**src/rtl/led_pkg.sv**
```systemverilog
// rtl/led_pkg.sv - shared types, colour constants and priority encoder for the LED arbiter
package led_pkg;

  typedef enum logic {ST_IDLE, ST_OWNED} state_t;

  localparam logic [2:0] LED_OFF    = 3'b000;
  localparam logic [2:0] LED_R      = 3'b001;
  localparam logic [2:0] LED_G      = 3'b010;
  localparam logic [2:0] LED_B      = 3'b100;
  localparam logic [2:0] IDLE_RESET = LED_R;

  // Lowest set index wins; returns 0 for an all-zero vector.
  function automatic logic [2:0] lowest_set(input logic [7:0] v);
    lowest_set = 3'd0;
    for (int i = 7; i >= 0; i--) begin
      if (v[i]) lowest_set = 3'(i);
    end
  endfunction

endpackage

```
**src/rtl/led_arbiter_if.sv**
```systemverilog
// rtl/led_arbiter_if.sv - requester bundle and LED pins of the arbiter
interface led_arbiter_if #(parameter int N_REQ = 4);
  logic [N_REQ-1:0]   req;
  logic [3*N_REQ-1:0] req_color;
  logic [N_REQ-1:0]   req_blink;
  logic [N_REQ-1:0]   grant;
  logic               busy;
  logic               r;
  logic               g;
  logic               b;

  modport master (output req, req_color, req_blink, input grant, busy, r, g, b);
  modport slave  (input req, req_color, req_blink, output grant, busy, r, g, b);
endinterface

```
**src/rtl/led_tick.sv**
```systemverilog
// rtl/led_tick.sv - free-running prescaler, tick high for one clk every TICK_DIV cycles
module led_tick #(
  parameter logic [31:0] TICK_DIV = 32'd12000000
) (
  input  logic clk,
  input  logic rst,
  output logic tick
);

  logic [31:0] cnt;

  assign tick = (cnt == TICK_DIV - 32'd1);

  always_ff @(posedge clk or negedge rst) begin
    if (!rst)      cnt <= 32'd0;
    else if (tick) cnt <= 32'd0;
    else           cnt <= cnt + 32'd1;
  end

endmodule

```
**src/rtl/led_arbiter.sv**
```systemverilog
// rtl/led_arbiter.sv - fixed-priority owner of the RGB status LED with hold time, blink and idle rotation
module led_arbiter
  import led_pkg::*;
#(
  parameter int          N_REQ      = 4,
  parameter logic [31:0] TICK_DIV   = 32'd12000000,
  parameter int          HOLD_TICKS = 2
) (
  input  logic          clk,
  input  logic          rst,
  led_arbiter_if.slave  bus
);

  localparam int HW = (HOLD_TICKS > 0) ? $clog2(HOLD_TICKS + 1) : 1;

  state_t        state;
  logic [2:0]    idle_step;
  logic [2:0]    owner;
  logic [HW-1:0] hold;
  logic          phase;
  logic [2:0]    colour;
  logic          blink;

  logic          tick;
  logic [7:0]    req_ext;
  logic [7:0]    blink_ext;
  logic [23:0]   color_ext;
  logic [7:0]    above_owner;
  logic [2:0]    win;
  logic          any_req;
  logic          reeval;
  logic          load;
  logic [2:0]    led;

  led_tick #(.TICK_DIV(TICK_DIV)) u_tick (
    .clk  (clk),
    .rst  (rst),
    .tick (tick)
  );

  assign req_ext     = 8'(bus.req);
  assign blink_ext   = 8'(bus.req_blink);
  assign color_ext   = 24'(bus.req_color);
  assign above_owner = (8'd1 << owner) - 8'd1;
  assign win         = lowest_set(req_ext);
  assign any_req     = |req_ext;
  assign reeval      = !req_ext[owner] || (hold == '0 && |(req_ext & above_owner));
  assign load        = any_req && (state == ST_IDLE || reeval);

  // Grants and re-evaluations take precedence over the tick in the same cycle.
  always_ff @(posedge clk or negedge rst) begin
    if (!rst) begin
      state     <= ST_IDLE;
      idle_step <= IDLE_RESET;
      owner     <= 3'd0;
      hold      <= '0;
      phase     <= 1'b1;
      colour    <= LED_OFF;
      blink     <= 1'b0;
    end else if (load) begin
      state  <= ST_OWNED;
      owner  <= win;
      hold   <= HW'(HOLD_TICKS);
      phase  <= 1'b1;
      colour <= color_ext[3*int'(win) +: 3];
      blink  <= blink_ext[win];
    end else if (state == ST_OWNED && reeval) begin
      state     <= ST_IDLE;
      idle_step <= IDLE_RESET;
      phase     <= 1'b1;
    end else if (tick) begin
      if (state == ST_IDLE) begin
        idle_step <= {idle_step[1:0], idle_step[2]};
      end else begin
        if (blink)      phase <= ~phase;
        if (hold != '0) hold  <= hold - HW'(1);
      end
    end
  end

  assign led       = (state == ST_OWNED) ? (colour & {3{phase | ~blink}}) : idle_step;
  assign bus.busy  = (state == ST_OWNED);
  assign bus.grant = bus.busy ? N_REQ'(8'd1 << owner) : '0;
  assign bus.r     = ~led[0];
  assign bus.g     = ~led[1];
  assign bus.b     = ~led[2];

endmodule

```
**src/flat_wrapper.sv**
```systemverilog
// flat-port wrapper written by rule: the top's interface ports become plain ports
module led_arbiter_flat import led_pkg::*;
#(
  parameter int          N_REQ      = 4,
  parameter logic [31:0] TICK_DIV   = 32'd12000000,
  parameter int          HOLD_TICKS = 2
)
  (clk, rst, bus_req, bus_req_color, bus_req_blink, bus_grant, bus_busy, bus_r, bus_g, bus_b);
  led_arbiter_if #(.N_REQ(N_REQ)) bus_i ();
  input  logic clk;
  input  logic rst;
  input wire logic [$bits(bus_i.req)-1:0] bus_req;
  input wire logic [$bits(bus_i.req_color)-1:0] bus_req_color;
  input wire logic [$bits(bus_i.req_blink)-1:0] bus_req_blink;
  output wire logic [$bits(bus_i.grant)-1:0] bus_grant;
  output wire logic [$bits(bus_i.busy)-1:0] bus_busy;
  output wire logic [$bits(bus_i.r)-1:0] bus_r;
  output wire logic [$bits(bus_i.g)-1:0] bus_g;
  output wire logic [$bits(bus_i.b)-1:0] bus_b;
  assign bus_i.req = bus_req;
  assign bus_i.req_color = bus_req_color;
  assign bus_i.req_blink = bus_req_blink;
  assign bus_grant = bus_i.grant;
  assign bus_busy = bus_i.busy;
  assign bus_r = bus_i.r;
  assign bus_g = bus_i.g;
  assign bus_b = bus_i.b;
  led_arbiter #(.N_REQ(N_REQ), .TICK_DIV(TICK_DIV), .HOLD_TICKS(HOLD_TICKS)) u_core (.clk(clk), .rst(rst), .bus(bus_i));
endmodule
```
**config.mk**
```make
export PLATFORM = sky130hd
export DESIGN_NAME = led_arbiter_flat
export DESIGN_NICKNAME = d
export VERILOG_FILES = /design/src/rtl/led_pkg.sv /design/src/rtl/led_arbiter_if.sv /design/src/rtl/led_tick.sv /design/src/rtl/led_arbiter.sv /design/src/flat_wrapper.sv
export SDC_FILE = /design/constraint.sdc
export NUM_CORES = 1
export LEC_CHECK = 0
export CELL_PAD_IN_SITES_DETAIL_PLACEMENT = 0
export CELL_PAD_IN_SITES_GLOBAL_PLACEMENT = 2
export CORE_MARGIN = 4
export CORE_UTILIZATION = 39
export CTS_BUF_LIST = sky130_fd_sc_hd__clkbuf_16
export DETAILED_ROUTE_END_ITERATION = 7
export PLACE_DENSITY = 0.95
export REMOVE_ABC_BUFFERS = 1
export SYNTH_ARGS = -nofsm -noshare
export SYNTH_HDL_FRONTEND = slang
export SYNTH_SLANG_ARGS = --single-unit
```
**constraint.sdc**
```tcl
create_clock -name clk -period 2.7 [get_ports clk]
set_input_delay 0.54 -clock clk [delete_from_list [all_inputs] [get_ports clk]]
set_output_delay 0.54 -clock clk [all_outputs]
set_load 0.005 [all_outputs]
```
======== Word-level counts from Yosys, hierarchy flattened ========
Cells that the tools add are included.
word-level totals
  register bits after elaboration ......... 46
  input bits .............................. 22
  output and inout bits ................... 8
operators by class
  add/subtract/negate cells ............... 3
  multiply operators ...................... 1
  $lt $le $gt $ge ......................... 2
  equal/unequal tests ..................... 3
  shift operators ......................... 2
  mux-type cells .......................... 26
  bitwise operators ....................... 10
  reduce and logical (&&, ||, !) cells .... 21
operators with widths
  operator               count
  $add 32x1->32 const B  1
  $eq 32x24->1 const B   1
  $mux 32                1
  $shiftx 24x32->3       1
  $mux 3                 7
  $mux 2                 6
  $reduce_bool 2->1      6
  $mux 1                 9
  $reduce_bool 3->1      3
  $and 4x8->8            1
  $lt 3x4->1 const B     2
  $reduce_or 8->1        1
  $shl 1x3->8 const A    1
  $sub 8x1->8 const B    1
  $not 1->1              7
  $bmux 1 s3             2
  $reduce_and 3->1       2
  $mul 2x3->5 const A    1
  $mux 4                 1
  $reduce_and 4->1       1
  $reduce_or 4->1        1
  $and 3x3->3            1
  $logic_and 1x1->1      3
  $logic_not 2->1        1
  6 further kinds        7

======== Logic depth before layout (Yosys ltp) ========
Gate-level depths: netlist (run 1).
  word-level depth ........................ 10
  depth in mapped cells ................... 7

======== By module ========
Synthesis (run 1) repeated with hierarchy kept, for this count alone.
second synthesis, totals
  cell total of the unflattened synthesis .. 241
  area, all modules ....................... 2,547.4 µm²
modules (own cells, without submodules)
  module       instances  cells each  area each (µm²)  seq. area each (µm²)
  led_tick     1          165         1,684.1          800.8
  led_arbiter  1          76          863.3            327.8

======== Least setup slack after synthesis (run 1) ========
OpenSTA, ideal clock, no wires.
  path type ............................... in2reg
  start ................................... in bus_req[2]
  end ..................................... reg u_core.blink
  library setup time ...................... 125 ps
  data arrival time ....................... 1,770 ps
  required time ........................... 2,575 ps
  setup slack ............................. 805 ps
  stages on the path ...................... 5
  path buffers ............................ 0
  cell sequence ........................... inv_1 a21oi_1 nor2_1 mux4_2 mux2_2
on the way
  longest elaborated chain between the ends .. 6
  elaborated cells on any way between the ends .. 15
  classes of those cells .................. mux: 7; bitwise: 1; reduce/logical: 7
RTL lines
  item                                            RTL line            text
  start: declaration                              flat_wrapper.sv:12  input wire logic [$bits(bus_i.req)-1:0] bus_req;
  branches (longest 6 deep; another with $mux 3)  n/a
  end signal: assignment                          led_arbiter.sv:66   blink <= blink_ext[win];
  end: declaration                                led_arbiter.sv:22   logic blink;
Several ways; the timed one is not identified. The select of a mux whose other input is x is not followed.
A chain may end at the register's enable or synchronous reset.

======== Worst setup path after layout (run 1) ========
  start ................................... reg u_core.state (netlist: u_core.bus.busy)
  end ..................................... out bus_g
on the way
  longest elaborated chain between the ends .. 2
RTL lines
  item                      RTL line            text
  start: declaration        led_arbiter.sv:16   state_t state;
  start signal: assignment  led_arbiter.sv:53   state <= ST_IDLE;
  start signal: assignment  led_arbiter.sv:61   state <= ST_OWNED;
  start signal: assignment  led_arbiter.sv:68   state <= ST_IDLE;
  $mux 3                    led_arbiter.sv:81   assign led = (state == ST_OWNED) ? (colour & {3{phase | ~blink}}) : idle_step;
  $not 1->1                 led_arbiter.sv:85   assign bus.g = ~led[1];
  end: declaration          flat_wrapper.sv:18  output wire logic [$bits(bus_i.g)-1:0] bus_g;
Every way passes these cells.

==> results.cfg, run 1 <==
[logic_synthesis]
ys_types = 50
syn-mean-instance-area_um2 = 10.6
async_reset_ff_share_pct = 100
yosysSeqAreaShare_pct = 46.4
ys_seq_elements = 45
ys_warn_count = 0
synthCells = 229
syn_area_um2 = 2430
ys.flop_type = dfrtp_1
synth_edf_count = 0

[detailed_routing]
ant_nets = 0
vias = 1798
dr.first_iter.drc_count = 87
drt_drc_violations_left = 0
wire_per_inst_um = 14.4
dr.pass1.iters = 4
via_per_inst = 5.27
wl_um = 4890

[clocking]
postCtsHoldBufs = 0
cts_setup_buffers = 0
cts_resized = 0
clockBufferDepth = 2
numCtsBuffers = 5
cts_tree = built
cts_num_sinks = 45
root_buffer = clkbuf_16
clkTransAtPathRegs_ps = 60
h-tree-depth = 2
clkLatencyLatePin_ps = 280

[placed_design]
portBuffers = 29
pre_cts_slack_ps = 243
place_hpwl_um = 3700
gp_congestion = 0.767

[floorplan]
io_pins = 30
rows = 28
core_area_um2 = 5990
dieArea_um2 = 7570
die_h_um = 87.0
initial_core_util_pct = 40.6
fp.dieW_um = 87.0

[worst_setup_path]
start_kind = flip-flop
critical_path_class = reg2out
required_ps = 2160
end_kind = primary output
arrival_ps = 1860
critPathMaxFanout = 18

[global_route]
antenna_found_initial = 0
grt_pass1_vias = 1807
grt_pass1_wl_um = 8760
globalRoute.totalOverflow = 0
grt_max_degree = 19
grt_util_all_layers_pct = 14.6

[job]
max_cap_viol_count = 0

[pwr]
leakagePower_uw = 0.00125
p_per_area_nw_per_um2 = 571
power_uw = 1690
vdd_drop_max_v = 0.000315

[hold_path]
hold_path_class = in2async

[status]
status = complete, no violations

[sta]
setup_violations = 0
slew_headroom_pct = 59.1
setup_slack_ps = 304
fin_crit_ps = 2400
fin_worst_skew_ps = 6.10
finalCritPeriodShare_pct = 88.7
fmax_mhz = 417
slew_viol_final = 0
tns_ps = 0
rsz0062_at_grt = no
holdWs_ps = 120
tightest_slew_ps = 614
hold_violations = 0

[layout]
area_delta_synth_final_pct = 21.8
antenna_cells_inserted = 0
drive_above_1_share_pct = 15.0
nNetsFinal = 289
final_cell_mix = dfrtp_1 (43), clkdlybuf4s50_1 (28), nand2_1 (25)
layout_commonest_cell = dfrtp_1
report_power, final:
| group | internal, µW | switching [µW] | leakage [µW] |
|---|---|---|---|
| sequential | 736 | 43.3 | 0.000583 |
| combinational | 198 | 122 | 0.000593 |
| clock | 339 | 255 | 0.0000696 |
critical path: stages, from the launching register on:
cell and delay (ps):
dfrtp_1 730, nor2_1 110, a31oi_1 190, clkdlybuf4s50_1 540
per-layer routing:
layer / vias up / track usage (%) / part of all wire (%)
met1: 892 / 20.1 / 49
li1: 888 / - / -
met4: 0 / 5.10 / 1.7
met5: - / 0 / 0
met2: 11 / 22.9 / 48
met3: 7 / 2.84 / 2.1
path summary, 6_finish.rpt:
kind,startpoint,to,slack [ps],cells past startpoint
setup / recovery,u_core.bus.busy$_DFFE_PN0P_,bus_g,300,3
hold / removal,rst,u_core.u_tick.cnt[31]$_DFF_PN0_,120,1
setup reg to reg,u_core.u_tick.cnt[28]$_DFF_PN0_,u_core.idle_step[0]$_DFFE_PN1P_,660,5
hold reg to reg,u_core.hold[0]$_DFFE_PN0P_,u_core.hold[0]$_DFFE_PN0P_,450,1
max in group asynchronous,rst,u_core.phase$_DFFE_PN1P_,1990,2
min in group clk,u_core.hold[0]$_DFFE_PN0P_,u_core.hold[0]$_DFFE_PN0P_,450,1
cells in the mapped netlist, types with 2 or more instances:
cell type / instances / area (µm²)
nor4_1: 6 / 37.5
dfstp_2: 2 / 52.6
dfrtp_1: 43 / 1080
nor2b_1: 2 / 12.5
clkbuf_1: 2 / 7.51
nand2_1: 25 / 93.8
nor2_1: 24 / 90.1
a21oi_1: 4 / 20.0
mux2_2: 5 / 56.3
o21ai_0: 5 / 25.0
and3_1: 7 / 43.8
mux2i_1: 3 / 30.0
buf_2: 2 / 10.0
inv_1: 9 / 33.8
xor2_1: 10 / 87.6
mux4_2: 5 / 113
nor4_2: 2 / 25.0
xnor2_1: 17 / 149
and4_1: 4 / 35.0
nand4_1: 7 / 43.8
nor3_1: 2 / 10.0
nand3_1: 11 / 55.1
ha_1: 2 / 25.0
a31oi_1: 3 / 18.8
nand2b_1: 2 / 12.5
final cells by class:
cell class	instances	area [µm²]
well taps	75	93.8
repair buffers	35	330
multi-input cells	169	1240
clock buffers	5	125
fillers	568	3030
clock inverters	3	17.5
inverters	9	33.8
flip-flops and latches	45	1130
kinds of logic (layout without fill, tap and decap cells):
| family | count (synthesis) | count (layout) | synth area share, % |
|---|---|---|---|
| AOI/OAI and AO/OA | 19 | 19 | 5.96 |
| xor gates and xnor gates | 27 | 27 | 9.71 |
| adders and majority gates | 2 | 2 | 1.03 |
| buffers and inverters | 15 | 52 | 2.88 |
| DFF | 45 | 45 | 46.4 |
| muxes | 14 | 14 | 8.79 |
| and+or+nand+nor | 107 | 107 | 25.3 |
per-stage QoR:
step	util (%)	area, µm²	instances
after CTS	49.5	2970	341
after global placement	47.1	2820	333
after global routing	49.5	2970	341
after floorplan	-	2400	223
final	49.5	2970	341
after detailed placement	47.1	2820	333
flip-flops by register name (all words and copies together) (netlist names):
signal             count
u_core.u_tick.cnt     32
u_core.colour          3
u_core.idle_step       3
u_core.hold            2
u_core.owner           2
u_core.blink           1
u_core.bus.busy        1
u_core.phase           1
Note: power is estimated with default switching activity, not from simulation.
==> inputs of run 2 (changes only) <==
--- a/config.mk
+++ b/config.mk
@@ -5,6 +5,7 @@
 export SDC_FILE = /design/constraint.sdc
 export NUM_CORES = 1
 export LEC_CHECK = 0
+export CAP_MARGIN = 10
 export CELL_PAD_IN_SITES_DETAIL_PLACEMENT = 0
 export CELL_PAD_IN_SITES_GLOBAL_PLACEMENT = 2
 export CORE_MARGIN = 4
==> results of run 2 <==
The final DEF is identical to that of run 1; final timing and power are the same.
==> inputs of run 3 (changes only) <==
--- a/config.mk
+++ b/config.mk
@@ -9,10 +9,10 @@
 export CELL_PAD_IN_SITES_DETAIL_PLACEMENT = 0
 export CELL_PAD_IN_SITES_GLOBAL_PLACEMENT = 2
 export CORE_MARGIN = 4
-export CORE_UTILIZATION = 39
-export CTS_BUF_LIST = sky130_fd_sc_hd__clkbuf_16
+export CORE_UTILIZATION = 37
+export CTS_BUF_LIST = sky130_fd_sc_hd__clkbuf_4 sky130_fd_sc_hd__clkbuf_8
 export DETAILED_ROUTE_END_ITERATION = 7
-export PLACE_DENSITY = 0.95
+export PLACE_DENSITY = 0.92
 export REMOVE_ABC_BUFFERS = 1
 export SYNTH_ARGS = -nofsm -noshare
 export SYNTH_HDL_FRONTEND = slang
==> constraint.sdc (replaced) <==
create_clock -name clk -period 2.4 [get_ports clk]
set_input_delay 0.48 -clock clk [delete_from_list [all_inputs] [get_ports clk]]
set_output_delay 0.48 -clock clk [all_outputs]
set_load 0.005 [all_outputs]
==> run 3 against run 2 <==
Net effect:
- count of clock-buffer cells in the layout unchanged
- critical path depth unchanged
- die area up 4.9%
- global-route usage down 1.0 points
- wire length up 0.57%
- design area down 1.3%
- first-iteration DRC count down 31%
- register-to-register slack worse by 150 ps
- sequential power up 12%
- clock skew up 3.7 ps
==> results.cfg, run 3 (synthesis gave the netlist of run 1 again) <==
[layout]
largest_register_ffs = 32
fin_util_pct = 45.8
layout_commonest_cell = dfrtp_1
nNetsFinal = 291
reg.largest.list = u_core.u_tick.cnt: 32 flops, u_core.colour: 3 flops, u_core.idle_step: 3 flops
num-fill-cells = 586
area_delta_synth_final_pct = 20.2
final_cell_mix = dfrtp_1 (43), clkdlybuf4s50_1 (28), nand2_1 (25)
antenna_cells_inserted = 0
drive_above_1_share_pct = 15.7
regMostFlops = u_core.u_tick.cnt

[detailed_routing]
ant_nets = 0
wl_um = 4920
wire_per_inst_um = 14.3
drt_drc_violations_left = 0
dr.pass1.iters = 4
via_per_inst = 5.05
vias = 1743
dr.first_iter.drc_count = 60

[placed_design]
portBuffers = 29
gp_congestion = 0.736
place_hpwl_um = 3670

[clocking]
postCtsHoldBufs = 0
clkLatencyLatePin_ps = 300
root_buffer = clkbuf_8
clockBufferDepth = 2
cts_setup_buffers = 0
clkTransAtPathRegs_ps = 90
h-tree-depth = 2
cts_tree = built
numCtsBuffers = 5
cts_resized = 0
cts_num_sinks = 45

[floorplan]
dieArea_um2 = 7940
rows = 29
core_area_um2 = 6390
fp.dieW_um = 89.1
io_pins = 30
initial_core_util_pct = 38.1
die_h_um = 89.1

[worst_setup_path]
path_buf_inv = 1
slowest_delay_ps = 590
critical_path_class = reg2out
crit_cells = 3
crit_chain = nor2_1 -> a31oi_1 -> clkdlybuf4s50_1
rrSetupSlack_ps = 510
crit_start = u_core.bus.busy$_DFFE_PN0P_
required_ps = 1920
slowest_stage = dfrtp_1
worstReg2RegStart = u_core.owner[1]$_DFFE_PN0P_
end_kind = primary output
start_kind = flip-flop
arrival_ps = 1680
r2r-end = u_core.colour[2]$_DFFE_PN0P_
rr_worst_depth = 4
critPathTopFamily = flip-flops
critPathMaxFanout = 13

[sta]
rsz0062_at_grt = no
setup_violations = 0
fmax_mhz = 463
tns_ps = 0
slew_headroom_pct = 60.9
hold_violations = 0
fin_crit_ps = 2160
finalCritPeriodShare_pct = 89.9
fin_worst_skew_ps = 9.76
slew_viol_final = 0
tightest_slew_ps = 584

[global_route]
antenna_found_initial = 0
grt_pass1_vias = 1799
globalRoute.totalOverflow = 0
grt_pass1_wl_um = 8530
grt_max_degree = 46
grt_util_all_layers_pct = 13.6

[pwr]
pwr-share-seq_pct = 51.1
p_comb_share_pct = 21.9
p_clk_share_pct = 27.0
switching_share_pct = 26.5
p_per_area_nw_per_um2 = 585
netSwitchingPower_uw = 453
p_int_uw = 1260
leakagePower_uw = 0.00123
vdd_drop_max_v = 0.000295

[job]
max_cap_viol_count = 0

[hold_path]
hold_path_class = in2async

[status]
status = complete, no violations
-- run 3: cell count changes in the layout (fill, tap and decap cells not counted) --
cell	change
clkbuf_16	-5
buf_4	+2
clkbuf_8	+5
-- run 3: worst max path at each step --
stage                                      end  slack (ps)
2_1_floorplan  u_core.idle_step[0]$_DFFE_PN1P_         500
3_3_place_gp      u_core.colour[0]$_DFFE_PN0P_          90
3_5_place_dp      u_core.colour[2]$_DFFE_PN0P_          40
4_1_cts                                  bus_g         200
5_1_grt                                  bus_g         110
6_report                                 bus_g         240
-- run 3: through the flow --
| stage | cell area, µm² | setup slack (ps) | power (µW) | std cells | hold slack (ps) |
|---|---|---|---|---|---|
| 2_1_floorplan | 2400 | 498 | 1080 | 223 | 184 |
| 3_3_place_gp | 2840 | 92.3 | 1260 | 337 | 440 |
| 6_report | 2930 | 242 | 1710 | 345 | 252 |
| 4_1_cts | 2930 | 199 | 1740 | 345 | 274 |
| 5_1_grt | 2930 | 110 | 1800 | 345 | 309 |
| 3_5_place_dp | 2840 | 43.8 | 1270 | 337 | 444 |
-- run 3: power by group through the flow --
stage	Clock (µW)	Sequential, µW	Combinational (µW)
2_1_floorplan	0	877	203
3_3_place_gp	0	889	376
3_5_place_dp	0	890	384
4_1_cts	476	875	385
5_1_grt	508	885	410
6_report	462	874	375
-- run 3: cell type report --
class	instances	area [µm²]	share of cell area [%]
clock buffer	5	68.8	2.35
sequential	45	1130	38.6
clock inverter	3	17.5	0.599
inverter	9	33.8	1.15
tap	77	96.3	3.29
timing repair buffer	37	345	11.8
multi-input combinational	169	1240	42.2
-- run 3: routing by layer --
metal / vias up / GRT usage, % / wire length, µm
li1: 883 / - / -
met4: 0 / 2.98 / 36
met1: 843 / 19.4 / 2460
met2: 13 / 21.5 / 2330
met3: 4 / 2.76 / 99
met5: - / 0 / 0
-- run 3: worst reg2reg max path: cells and delay by family, from the launching register on --
| family | cells | cell delay [ps] |
|---|---|---|
| AOI/OAI and AO/OA | 2 | 390 |
| DFF | 1 | 470 |
| muxes | 2 | 920 |
